File: config.mk
export PLATFORM = sky130hd
export DESIGN_NAME = i2c_cmd_sequencer
export DESIGN_NICKNAME = d
export VERILOG_FILES = /design/src/rtl/i2c_pkg.sv /design/src/rtl/i2c_cmd_sequencer_fifo.sv /design/src/rtl/i2c_cmd_sequencer.sv
export SDC_FILE = /design/constraint.sdc
export NUM_CORES = 1
export LEC_CHECK = 0
export CAP_MARGIN = 15
export CELL_PAD_IN_SITES_DETAIL_PLACEMENT = 0
export CELL_PAD_IN_SITES_GLOBAL_PLACEMENT = 1
export CORE_ASPECT_RATIO = 1.1
export CORE_UTILIZATION = 50
export DETAILED_ROUTE_END_ITERATION = 16
export GPL_TIMING_DRIVEN = 0
export PLACE_DENSITY = 0.84
export SLEW_MARGIN = 5
export SYNTH_ARGS = -nofsm -noshare
export SYNTH_HDL_FRONTEND = slang
export SYNTH_SLANG_ARGS = --single-unit
export TNS_END_PERCENT = 5
File: constraint.sdc
create_clock -name clk -period 4.8 [get_ports clk]
set_clock_uncertainty 0.1 [all_clocks]
set_input_delay 0.96 -clock clk [delete_from_list [all_inputs] [get_ports clk]]
set_output_delay 0.96 -clock clk [all_outputs]
set_load 0.02 [all_outputs]
File: src/rtl/i2c_pkg.sv
// Shared types and constants for the I2C command sequencer: mode codes, controller idle code,
// sequencer state encoding and the packed command layout held in the FIFO.
package i2c_pkg;

  localparam logic I2C_READ  = 1'b0;
  localparam logic I2C_WRITE = 1'b1;

  localparam logic [3:0] I2C_ST_IDLE = 4'd0;

  typedef enum logic [1:0] {
    SEQ_IDLE  = 2'd0,
    SEQ_ISSUE = 2'd1,
    SEQ_WAIT  = 2'd2
  } seq_state_e;

  typedef struct packed {
    logic       mode;
    logic [6:0] addr;
    logic [7:0] data;
  } i2c_cmd_t;

  localparam int unsigned CMD_W = $bits(i2c_cmd_t);

endpackage

File: src/rtl/i2c_cmd_sequencer_fifo.sv
// Synchronous FIFO with occupancy count. Pointers wrap naturally because DEPTH is a power of two.
module sync_fifo #(
  parameter int unsigned WIDTH = 16,
  parameter int unsigned DEPTH = 4
) (
  input  logic                     clk,
  input  logic                     reset,
  input  logic                     wr_en_i,
  input  logic [WIDTH-1:0]         wr_data_i,
  input  logic                     rd_en_i,
  output logic [WIDTH-1:0]         rd_data_o,
  output logic [$clog2(DEPTH):0]   count_o,
  output logic                     full_o,
  output logic                     empty_o
);

  localparam int unsigned AW = $clog2(DEPTH);

  logic [WIDTH-1:0] mem_q [DEPTH];
  logic [AW-1:0]    wptr_q, rptr_q;
  logic [AW:0]      count_q, count_d;
  logic             push, pop;

  assign full_o    = (count_q == (AW+1)'(DEPTH));
  assign empty_o   = (count_q == '0);
  assign push      = wr_en_i && !full_o;
  assign pop       = rd_en_i && !empty_o;
  assign rd_data_o = mem_q[rptr_q];
  assign count_o   = count_q;

  always_comb begin
    count_d = count_q;
    if (push && !pop) begin
      count_d = count_q + 1'b1;
    end else if (pop && !push) begin
      count_d = count_q - 1'b1;
    end
  end

  always_ff @(posedge clk or posedge reset) begin
    if (reset) begin
      wptr_q  <= '0;
      rptr_q  <= '0;
      count_q <= '0;
    end else begin
      if (push) wptr_q <= wptr_q + 1'b1;
      if (pop)  rptr_q <= rptr_q + 1'b1;
      count_q <= count_d;
    end
  end

  always_ff @(posedge clk) begin
    if (push) mem_q[wptr_q] <= wr_data_i;
  end

endmodule

File: src/rtl/i2c_cmd_sequencer.sv
// Feeds queued I2C commands one at a time to the I2C controller, tracks completion through the
// controller state, returns read bytes and bounds every transaction with a timeout.
module i2c_cmd_sequencer
  import i2c_pkg::*;
#(
  parameter int unsigned DEPTH          = 4,
  parameter int unsigned TIMEOUT_CYCLES = 1024
) (
  input  logic                   clk,
  input  logic                   reset,
  input  logic                   cmd_valid_i,
  output logic                   cmd_ready_o,
  input  logic                   cmd_mode_i,
  input  logic [6:0]             cmd_addr_i,
  input  logic [7:0]             cmd_data_i,
  output logic                   rd_valid_o,
  output logic [7:0]             rd_data_o,
  output logic                   done_o,
  output logic                   timeout_err_o,
  output logic                   busy_o,
  output logic [$clog2(DEPTH):0] fifo_count_o,
  output logic                   i2c_enable_o,
  output logic                   i2c_mode_o,
  output logic [6:0]             i2c_addr_o,
  output logic [7:0]             i2c_tx_byte_o,
  input  logic [3:0]             i2c_state_i,
  input  logic [7:0]             i2c_byte_i
);

  localparam int unsigned TW = $clog2(TIMEOUT_CYCLES + 1);
  localparam logic [TW-1:0] TMAX = TW'(TIMEOUT_CYCLES - 1);

  seq_state_e       state_q, state_d;
  i2c_cmd_t         cmd_q, cmd_d, head_cmd, in_cmd;
  logic [CMD_W-1:0] head_raw;
  logic [TW-1:0]    cnt_q, cnt_d;
  logic             en_q, en_d, done_q, done_d, terr_q, terr_d, rdv_q, rdv_d;
  logic [7:0]       rdata_q, rdata_d;
  logic             pop, fifo_full, fifo_empty, ctrl_idle, timed_out;

  assign in_cmd = '{mode: cmd_mode_i, addr: cmd_addr_i, data: cmd_data_i};

  sync_fifo #(
    .WIDTH(CMD_W),
    .DEPTH(DEPTH)
  ) u_fifo (
    .clk      (clk),
    .reset    (reset),
    .wr_en_i  (cmd_valid_i),
    .wr_data_i(in_cmd),
    .rd_en_i  (pop),
    .rd_data_o(head_raw),
    .count_o  (fifo_count_o),
    .full_o   (fifo_full),
    .empty_o  (fifo_empty)
  );

  assign head_cmd  = i2c_cmd_t'(head_raw);
  assign ctrl_idle = (i2c_state_i == I2C_ST_IDLE);
  assign timed_out = (cnt_q == TMAX);

  always_comb begin
    state_d = state_q;
    cmd_d   = cmd_q;
    cnt_d   = cnt_q;
    en_d    = en_q;
    done_d  = 1'b0;
    terr_d  = 1'b0;
    rdv_d   = 1'b0;
    rdata_d = rdata_q;
    pop     = 1'b0;
    unique case (state_q)
      SEQ_IDLE: begin
        if (!fifo_empty && ctrl_idle) begin
          pop     = 1'b1;
          cmd_d   = head_cmd;
          cnt_d   = '0;
          en_d    = 1'b1;
          state_d = SEQ_ISSUE;
        end
      end
      SEQ_ISSUE: begin
        cnt_d = cnt_q + 1'b1;
        if (timed_out) begin
          en_d    = 1'b0;
          done_d  = 1'b1;
          terr_d  = 1'b1;
          state_d = SEQ_IDLE;
        end else if (!ctrl_idle) begin
          en_d    = 1'b0;
          state_d = SEQ_WAIT;
        end
      end
      SEQ_WAIT: begin
        cnt_d = cnt_q + 1'b1;
        // Controller returning to idle wins over a coincident timeout.
        if (ctrl_idle) begin
          done_d  = 1'b1;
          state_d = SEQ_IDLE;
          if (cmd_q.mode == I2C_READ) begin
            rdv_d   = 1'b1;
            rdata_d = i2c_byte_i;
          end
        end else if (timed_out) begin
          en_d    = 1'b0;
          done_d  = 1'b1;
          terr_d  = 1'b1;
          state_d = SEQ_IDLE;
        end
      end
      default: state_d = SEQ_IDLE;
    endcase
  end

  always_ff @(posedge clk or posedge reset) begin
    if (reset) begin
      state_q <= SEQ_IDLE;
      cmd_q   <= '0;
      cnt_q   <= '0;
      en_q    <= 1'b0;
      done_q  <= 1'b0;
      terr_q  <= 1'b0;
      rdv_q   <= 1'b0;
      rdata_q <= '0;
    end else begin
      state_q <= state_d;
      cmd_q   <= cmd_d;
      cnt_q   <= cnt_d;
      en_q    <= en_d;
      done_q  <= done_d;
      terr_q  <= terr_d;
      rdv_q   <= rdv_d;
      rdata_q <= rdata_d;
    end
  end

  assign cmd_ready_o   = !fifo_full;
  assign busy_o        = (state_q != SEQ_IDLE) || !fifo_empty;
  assign rd_valid_o    = rdv_q;
  assign rd_data_o     = rdata_q;
  assign done_o        = done_q;
  assign timeout_err_o = terr_q;
  assign i2c_enable_o  = en_q;
  assign i2c_mode_o    = cmd_q.mode;
  assign i2c_addr_o    = cmd_q.addr;
  assign i2c_tx_byte_o = cmd_q.data;

endmodule

---- Word-level counts from Yosys, hierarchy flattened ----
Memories as Yosys holds them, arrays and structs flattened. A register that Yosys moved wholly into a read port is not among the register bits.
Index checks and enable logic that the tools add are counted.
cells by class
  $add $sub $neg .......................... 5
  equal/unequal tests ..................... 9
  multiplexer cells ....................... 28
  bitwise gates (word level) .............. 1
  reductions and logical operators ........ 23
operators with widths
  kind                                                    number
  one-hot mux 11 bit (2 select lines)                     1
  2-to-1 mux 1 bit                                        15
  adder 11 x 1 -> 11 bit (second input constant)          1
  equality test 11 x 10 -> 1 bit (second input constant)  1
  2-to-1 mux 11 bit                                       1
  2-to-1 mux 2 bit                                        5
  2-to-1 mux 3 bit                                        2
  inequality test 2 bit (second input constant)           3
  inequality test 3 bit (second input constant)           2
  one-hot mux 2 bit (3 select lines)                      1
  AND reduction 3 bit                                     2
  nonzero test 2 bit                                      3
  logical AND 1 bit                                       5
  AND reduction 5 bit                                     1
  adder 2 x 1 -> 2 bit (second input constant)            2
  logical NOT 1 bit                                       4
  logical NOT 4 bit                                       1
  one-hot mux 1 bit (2 select lines)                      2
  AND reduction 2 bit                                     2
  adder 3 x 1 -> 3 bit (second input constant)            1
  equality test 3 bit (second input constant)             1
  logical NOT 3 bit                                       1
  one-hot mux 1 bit (3 select lines)                      1
  nonzero test 3 bit                                      1
  7 further kinds                                         7
word-level totals
  register bits after elaboration ......... 32
  bits in writable memories ............... 64
  input bits .............................. 31
  output and inout bits ................... 33
  word-level logic and storage cells ...... 77
  memories kept ........................... 1
memories
  name          words  width  read ports  clocked after memory_dff  wr ports  line                          RTL
  u_fifo.mem_q  4      16     1           1                         1         i2c_cmd_sequencer_fifo.sv:19  logic [WIDTH-1:0] mem_q [DEPTH];

---- Longest topological paths before layout ----
Gate-level depths: netlist of the first run.
  depth in word-level cells ............... 9
  gate-level depth with buffers ........... 11
  mapped depth without buffers ............ 9

---- Hierarchy ----
A second synthesis of the first run with hierarchy kept.
unflattened totals
  cells, all modules ...................... 285
  area total of the unflattened synthesis .. 4768.3 µm²
by module, submodules not included
  module             instances  cells each  area each (µm²)  seq. area each (µm²)
  sync_fifo          1          120         2796.4           2097.0
  i2c_cmd_sequencer  1          165         1971.9           1026.0

---- Worst setup path after synthesis of the first run ----
Ideal clock, no wire load.
  kind .................................... input-to-reg
  start ................................... input i2c_state_i[1]
  end ..................................... register u_fifo.count_q[1] (netlist: u_fifo.count_o[1])
  library setup time ...................... 125 ps
  arrival ................................. 2962 ps
  data required time ...................... 4575 ps
  path slack .............................. 1613 ps
  stages on the path ...................... 9
  path buffers ............................ 2
  cell sequence ........................... or4_1 -> buf_6 -> nor2_8 -> nand2_4 -> buf_6 -> ha_1 -> inv_1 -> fa_1 -> mux2_2
on the way
  word-level cells in the longest chain between the ends .. 8
  elaborated cells between the ends (all ways) .. 10
  classes of those cells .................. mux (3); reduce/logical (7)
RTL lines
  element                      line                          RTL
  start: declaration           i2c_cmd_sequencer.sv:26       input logic [3:0] i2c_state_i,
  logical NOT 4 bit            i2c_cmd_sequencer.sv:59       assign ctrl_idle = (i2c_state_i == I2C_ST_IDLE);
  logical AND 1 bit            i2c_cmd_sequencer.sv:74       if (!fifo_empty && ctrl_idle) begin
  2-to-1 mux 1 bit             i2c_cmd_sequencer.sv:74
  2-to-1 mux 1 bit             i2c_cmd_sequencer.sv:72       unique case (state_q)
  logical AND 1 bit            i2c_cmd_sequencer_fifo.sv:27  assign pop = rd_en_i && !empty_o;
  logical NOT 1 bit            i2c_cmd_sequencer_fifo.sv:33  if (push && !pop) begin
  logical AND 1 bit            i2c_cmd_sequencer_fifo.sv:33
  2-to-1 mux 3 bit             i2c_cmd_sequencer_fifo.sv:33
  named net u_fifo.count_d[1]  i2c_cmd_sequencer_fifo.sv:21  logic [AW:0] count_q, count_d;
  end signal: assignment       i2c_cmd_sequencer_fifo.sv:48  count_q <= count_d;
  end: declaration             i2c_cmd_sequencer_fifo.sv:21
The timed path passes the listed nets, and every way through them passes these cells.
A chain may end at the register's enable or synchronous reset.

---- Worst setup path after layout of the first run ----
Ends and elaborated chain as after synthesis.

==> results of run 1 <==
-- metal layers --
layer  GRT usage  wire [um]  vias up  share of wire
li1            -          -     1254              -
met1       0.250       3690     1329           0.44
met4      0.0649        102        0          0.012
met2       0.311       4330       57           0.52
met5           0          0        -              0
met3      0.0270        235        8          0.028
-- worst max-delay path, delay by kind of cell --
kind	cells	cell delay, ns
adder cells (fa/ha/maj)	2	0.62
buffers and inverters	4	0.86
multiplexers	1	0.26
AND/OR/NAND/NOR	3	0.81
-- cell families after synthesis --
kind of cell               after synthesis  synth area share
AOI/OAI and AO/OA                       37            0.0586
xor gates and xnor gates                 7            0.0129
adders and majority gates               12            0.0331
buffers and inverters                   19            0.0197
DFF                                    112             0.656
muxes                                   47             0.154
and+or+nand+nor                         52            0.0657
-- cells in the final DEF (no fill, tap or decap), drive strengths merged, types with 7 or more instances in the layout --
cell type      count
o21ai             13
clkbuf            12
mux2              28
clkdlybuf4s50     63
ha                11
dfrtp             48
buf                7
nand2             13
mux4              16
inv               14
edfxtp            64
-- cells in the mapped netlist, types with 4 or more instances --
| master | count | share of area |
|---|---|---|
| nor2_1 | 5 | 0.0039 |
| mux2_1 | 13 | 0.031 |
| nand2_1 | 12 | 0.0095 |
| dfrtp_1 | 48 | 0.25 |
| edfxtp_1 | 64 | 0.40 |
| a21oi_1 | 4 | 0.0042 |
| and3_1 | 4 | 0.0053 |
| a22o_1 | 4 | 0.0074 |
| xnor2_1 | 5 | 0.0092 |
| o21ai_0 | 9 | 0.0095 |
| inv_1 | 10 | 0.0079 |
| mux2_4 | 8 | 0.025 |
| mux4_2 | 16 | 0.076 |
| ha_1 | 11 | 0.029 |
| mux2_2 | 7 | 0.017 |
| nand3_1 | 6 | 0.0063 |
-- per-stage QoR --
| step | total power [uW] | std cells |
|---|---|---|
| detailed placement | 2760 | 467 |
| floorplan | 2300 | 286 |
| global placement | 2720 | 466 |
| global route | 3490 | 483 |
| CTS | 3330 | 483 |
| finish | 3290 | 483 |
-- cell type report --
cell class | count | area [um^2] | share of cell area
Sequential cell | 112 | 3120 | 0.542
Multi-Input combinational cell | 155 | 1550 | 0.268
Buffer | 9 | 56.3 | 0.00977
Clock inverter | 7 | 80.1 | 0.0139
Clock buffer | 9 | 124 | 0.0215
Tap cell | 117 | 146 | 0.0254
Timing Repair Buffer | 64 | 651 | 0.113
Inverter | 10 | 37.5 | 0.00651
-- path summary, 6_finish.rpt --
kind	slack [ns]	start	cells past startpoint	endpoint
min reg2reg	0.40	rd_data_o[1]$_DFFE_PP0P_	1	rd_data_o[1]$_DFFE_PP0P_
max reg2reg	1.93	u_fifo.count_o[0]$_DFFE_PP0P_	10	u_fifo.count_o[2]$_DFFE_PP0P_
min	0.40	rd_data_o[1]$_DFFE_PP0P_	1	rd_data_o[1]$_DFFE_PP0P_
min in group asynchronous	0.81	reset	2	i2c_tx_byte_o[7]$_DFFE_PP0N_
max	1.43	i2c_state_i[1]	10	u_fifo.count_o[1]$_DFFE_PP0P_
max in group asynchronous	3.26	reset	3	cnt_q[7]$_DFFE_PP0P_
-- report_power, final --
group          switching, uW  internal (uW)
Combinational            659            620
Sequential               150           1290
Clock                    357            210
-- registers in the layout, indices dropped and copies added, names as in the netlist --
signal          count
timeout_err_o       1
i2c_mode_o          1
state_q             2
done_o              1
rd_valid_o          1
u_fifo.wptr_q       2
i2c_addr_o          7
rd_data_o           8
u_fifo.mem_q       64
i2c_enable_o        1
u_fifo.rptr_q       2
cnt_q              11
u_fifo.count_o      3
i2c_tx_byte_o       8
==> qor.yml, run 1 <==
status: "finished clean"
wl_um: 8350
netlist_area_um2: 4760
fin_crit_ns: 3.37
powerDensity_nw_per_um2: 571
via_per_inst: 5.48
relSlewSlack: 0.440
power.leakage_uw: 0.00218
design_area_um2: 5760
die_h_um: 104
drt_pass1_iterations: 4
synth_edf_count: 64
fin_util: 0.619
tns_ns: 0
worst_ep_arrival_time_ns: 3.54
vias: 2648
end_kind: "register"
drcViolationCount: 0
drive_gt1_frac: 0.178
cp_slowest_cell: "or4_1"
place_hpwl_um: 5530
place_congestion: 0.763
setup_ws_ns: 1.43
port_buffers: 63
synth_area_per_cell_um2: 16.7
nFillCells: 700
hold_viol_final: 0
ios: 64
synthToLayoutAreaGrowth_pct: 21.0
drv_slew: 0
clk_pin_slew_ns: 0.11
placed_cell_area_um2: 5560
ant_nets: 0
place_ws_ns: 1.04
rsz0062_at_grt: "false"
syn-num-nets: 329
clock_path_buffers: 2
finalCritPeriodShare: 0.702
grt_pass1_wl_um: 14000
dieArea_um2: 9920
initial_core_util: 0.512
clock_latency_ns: 0.37
slowest_delay_ns: 0.54
cp.required_ns: 4.96
grt-ovfl-total: 0
first_global_vias: 2792
ys.flop_type: "edfxtp_1"
die_x_um: 95.1
clock_sinks: 112
cts-resized-gates: 0
grt_max_degree: 30
holdBufCountCts: 0
syn_inst: 286
hp-class: "reg2reg"
fin_hold_ws_ns: 0.403
h-tree-depth: 3
peakVddDrop_mv: 0.254
ys_types: 55
cts_tree: "yes"
clock.fmax_mhz: 297
ys_warn_count: 0
ys_ff_latch: 112
numCtsBuffers: 9
fin_nets: 404
rows: 37
drtIter0Drc: 122
cpMostUsedCell: "buf_6"
diodes: 0
synthArstFlopShare: 0.429
antenna_found_initial: 0
cts_setup_buffers: 0
gr-usage-all-layers: 0.187
crit_path_max_fanout: 10
ys_seq_area_frac: 0.656
maxCapViolations: 0
start_kind: "primary input"
crit_type: "in2reg"
setup_viol: 0
root_buffer: "clkbuf_8"
worst_pin_slew_ns: 0.840
routedWlPerCell_um: 17.3
crit_chain: "clkdlybuf4s50_1 -> or4_1 -> buf_6 -> nor2_8 -> nand2_4 -> buf_6 -> ha_1 -> inv_1 -> fa_1 -> mux2_2"
fp.coreArea_um2: 9310
Note: power is estimated with default switching activity, not from simulation.
==> run 2: changes to the inputs <==
CORE_UTILIZATION = 42   (was 50)
PLACE_DENSITY = 0.75   (was 0.84)
clock period = 3 ns   (was 4.8 ns; I/O delays follow)
==> run 2 against run 1 <==
First-iteration DRC count down 26%; die area up 19%; global-route usage down 3.0 points; hold slack worse by 0.0089 ns; critical path type unchanged.
==> qor.yml, run 2 (synthesis results as in run 1) <==
ant_nets: 0  # unchanged
synthToLayoutAreaGrowth_pct: 25.3
r2r_setup_slack_ns: 0.60  # -1.33 ns
drv_slew: 0  # unchanged
rows: 40  # +8.1%
cp.required_ns: 3.13  # -1.83 ns
fp.coreArea_um2: 11000  # +18%
cp_num_buf_inv: 3  # -1
port_buffers: 63  # unchanged
cp-startpoint: "i2c_state_i[1]"
die_h_um: 114  # +8.9%
reg_top3: "u_fifo.mem_q x64, cnt_q x11"
largest_reg_flops: 64  # unchanged
min-delay-start: "rd_data_o[3]$_DFFE_PP0P_"
dieArea_um2: 11800  # +19%
power_uw: 5610  # +70%
clock_path_buffers: 2  # unchanged
clock_latency_ns: 0.34  # -0.03 ns
hp-class: "reg2reg"
worst_ep_arrival_time_ns: 2.94  # -0.60 ns
crit_path_max_fanout: 8  # -2
crit_type: "in2reg"
vias: 2716  # +2.6%
power.leakage_uw: 0.00225  # +3.1%
maxCapViolations: 0  # unchanged
hold_viol_final: 0  # unchanged
initial_core_util: 0.435  # -0.0773
placed_cell_area_um2: 5600  # +0.68%
start_kind: "primary input"
design_area_um2: 5970  # +3.5%
ios: 64  # unchanged
place_congestion: 0.745  # -2.4%
fin_nets: 411  # +1.7%
layout_common_cells: "edfxtp_1 (64), clkdlybuf4s50_1 (63), dfrtp_1 (48)"
fin_hold_ws_ns: 0.394  # -0.00885 ns
clock.fmax_mhz: 356
drt_pass1_iterations: 4  # unchanged
rsz0062_at_grt: "false"
regArea_um2: 3120  # unchanged
root_buffer: "clkbuf_16"
routedWlPerCell_um: 16.6  # -4.1%
fin_util: 0.545  # -0.0749
path_delay_family: "simple AND/OR/NAND/NOR gates"
slowest_delay_ns: 0.54  # about the same
die_x_um: 104  # +8.9%
relSlewSlack: 0.383  # -0.0566
diodes: 0  # unchanged
nFillCells: 876  # +25%
place_hpwl_um: 5700  # +3.0%
numCtsBuffers: 9  # unchanged
wl_um: 8630  # +3.2%
finalCritPeriodShare: 0.937
first_global_vias: 2767  # -0.90%
grt_max_degree: 33  # +10%
cts_tree: "yes"
grt-ovfl-total: 0  # unchanged
gr-usage-all-layers: 0.157  # -0.0302
layout_commonest_cell: "edfxtp_1"
r2r_start: "u_fifo.count_o[0]$_DFFE_PP0P_"
drtIter0Drc: 90  # -26%
multi_input_area_um2: 1570  # +1.2%
setup_viol: 0  # unchanged
fin_crit_ns: 2.81
peakVddDrop_mv: 0.538  # +110%
crit_chain: "clkdlybuf4s50_1 -> or4_4 -> buf_6 -> nor2_8 -> nand2_8 -> ha_1 -> inv_1 -> fa_1 -> mux2_2"
worst_pin_slew_ns: 0.925  # +0.0850 ns
via_per_inst: 5.22  # -4.7%
end_kind: "register"
drive_gt1_frac: 0.193  # +0.0154
top_register: "u_fifo.mem_q"
drcViolationCount: 0  # unchanged
grt_pass1_wl_um: 14200  # +1.7%
clk_pin_slew_ns: 0.07  # -0.04 ns
tns_ns: 0  # unchanged
status: "finished clean"
powerDensity_nw_per_um2: 939  # +65%
clock_sinks: 112  # unchanged
h-tree-depth: 3  # unchanged
cp_slowest_cell: "or4_4"
antenna_found_initial: 0  # unchanged
[run 2: what timing repair did]
item | 4_1_cts | 5_1_grt
setup endpoints to repair | 2 | 1
hold buffers | 0 | 0
resized for setup | 4 | 1
setup buffers | 0 | 8
pin swaps | 1 | 2
[run 2: report_power, final]
group	total, uW	internal [uW]	switching (uW)
sequential	2310	2070	240
clock	1210	661	553
combinational	2080	1000	1080
total	5610	3730	1870
[run 2: cell type report]
| class | instances | area share |
|---|---|---|
| Sequential cell | 112 | 0.523 |
| Multi-Input combinational cell | 155 | 0.262 |
| Timing Repair Buffer | 72 | 0.119 |
| Clock buffer | 10 | 0.0384 |
| Tap cell | 147 | 0.0308 |
| Clock inverter | 6 | 0.0124 |
| Buffer | 8 | 0.00755 |
| Inverter | 10 | 0.00629 |
[run 2: worst paths after layout]
| check | end | cells after the start |
|---|---|---|
| max | u_fifo.count_o[1]$_DFFE_PP0P_ | 9 |
| min | rd_data_o[3]$_DFFE_PP0P_ | 1 |
| max reg2reg | u_fifo.count_o[2]$_DFFE_PP0P_ | 9 |
| min reg2reg | rd_data_o[3]$_DFFE_PP0P_ | 1 |
| max in group asynchronous | i2c_addr_o[5]$_DFFE_PP0N_ | 3 |
| min in group asynchronous | i2c_tx_byte_o[7]$_DFFE_PP0N_ | 2 |
[run 2: through the flow]
step,worst slack [ns],instances
detailed placement,-0.419,497
CTS,0.000912,513
global placement,-0.394,496
floorplan,0.173,286
global route,0.115,520
finish,0.189,520
[run 2: per-layer routing]
metal / vias up / global-route usage / routed length (um)
met3: 10 / 0.0337 / 285
met2: 46 / 0.268 / 4350
li1: 1265 / - / -
met1: 1395 / 0.205 / 3900
met4: 0 / 0.0435 / 89
met5: - / 0 / 0
==> run 3: changes to the inputs <==
CORE_UTILIZATION = 50   (was 42)
PLACE_DENSITY = 0.84   (was 0.75)
clock period = 3.36 ns   (was 3 ns; I/O delays follow)
==> results of run 3 <==
Same layout as run 1 (identical final DEF). Status: finished clean.
Among the figures that moved: setup slack after placement 1.04 ns -> -0.116 ns; setup slack after layout 1.43 ns -> 0.276 ns; register-to-register setup slack 1.93 ns -> 0.49 ns; total power 3290 uW -> 4700 uW; worst IR drop on VDD 0.254 mV -> 0.363 mV
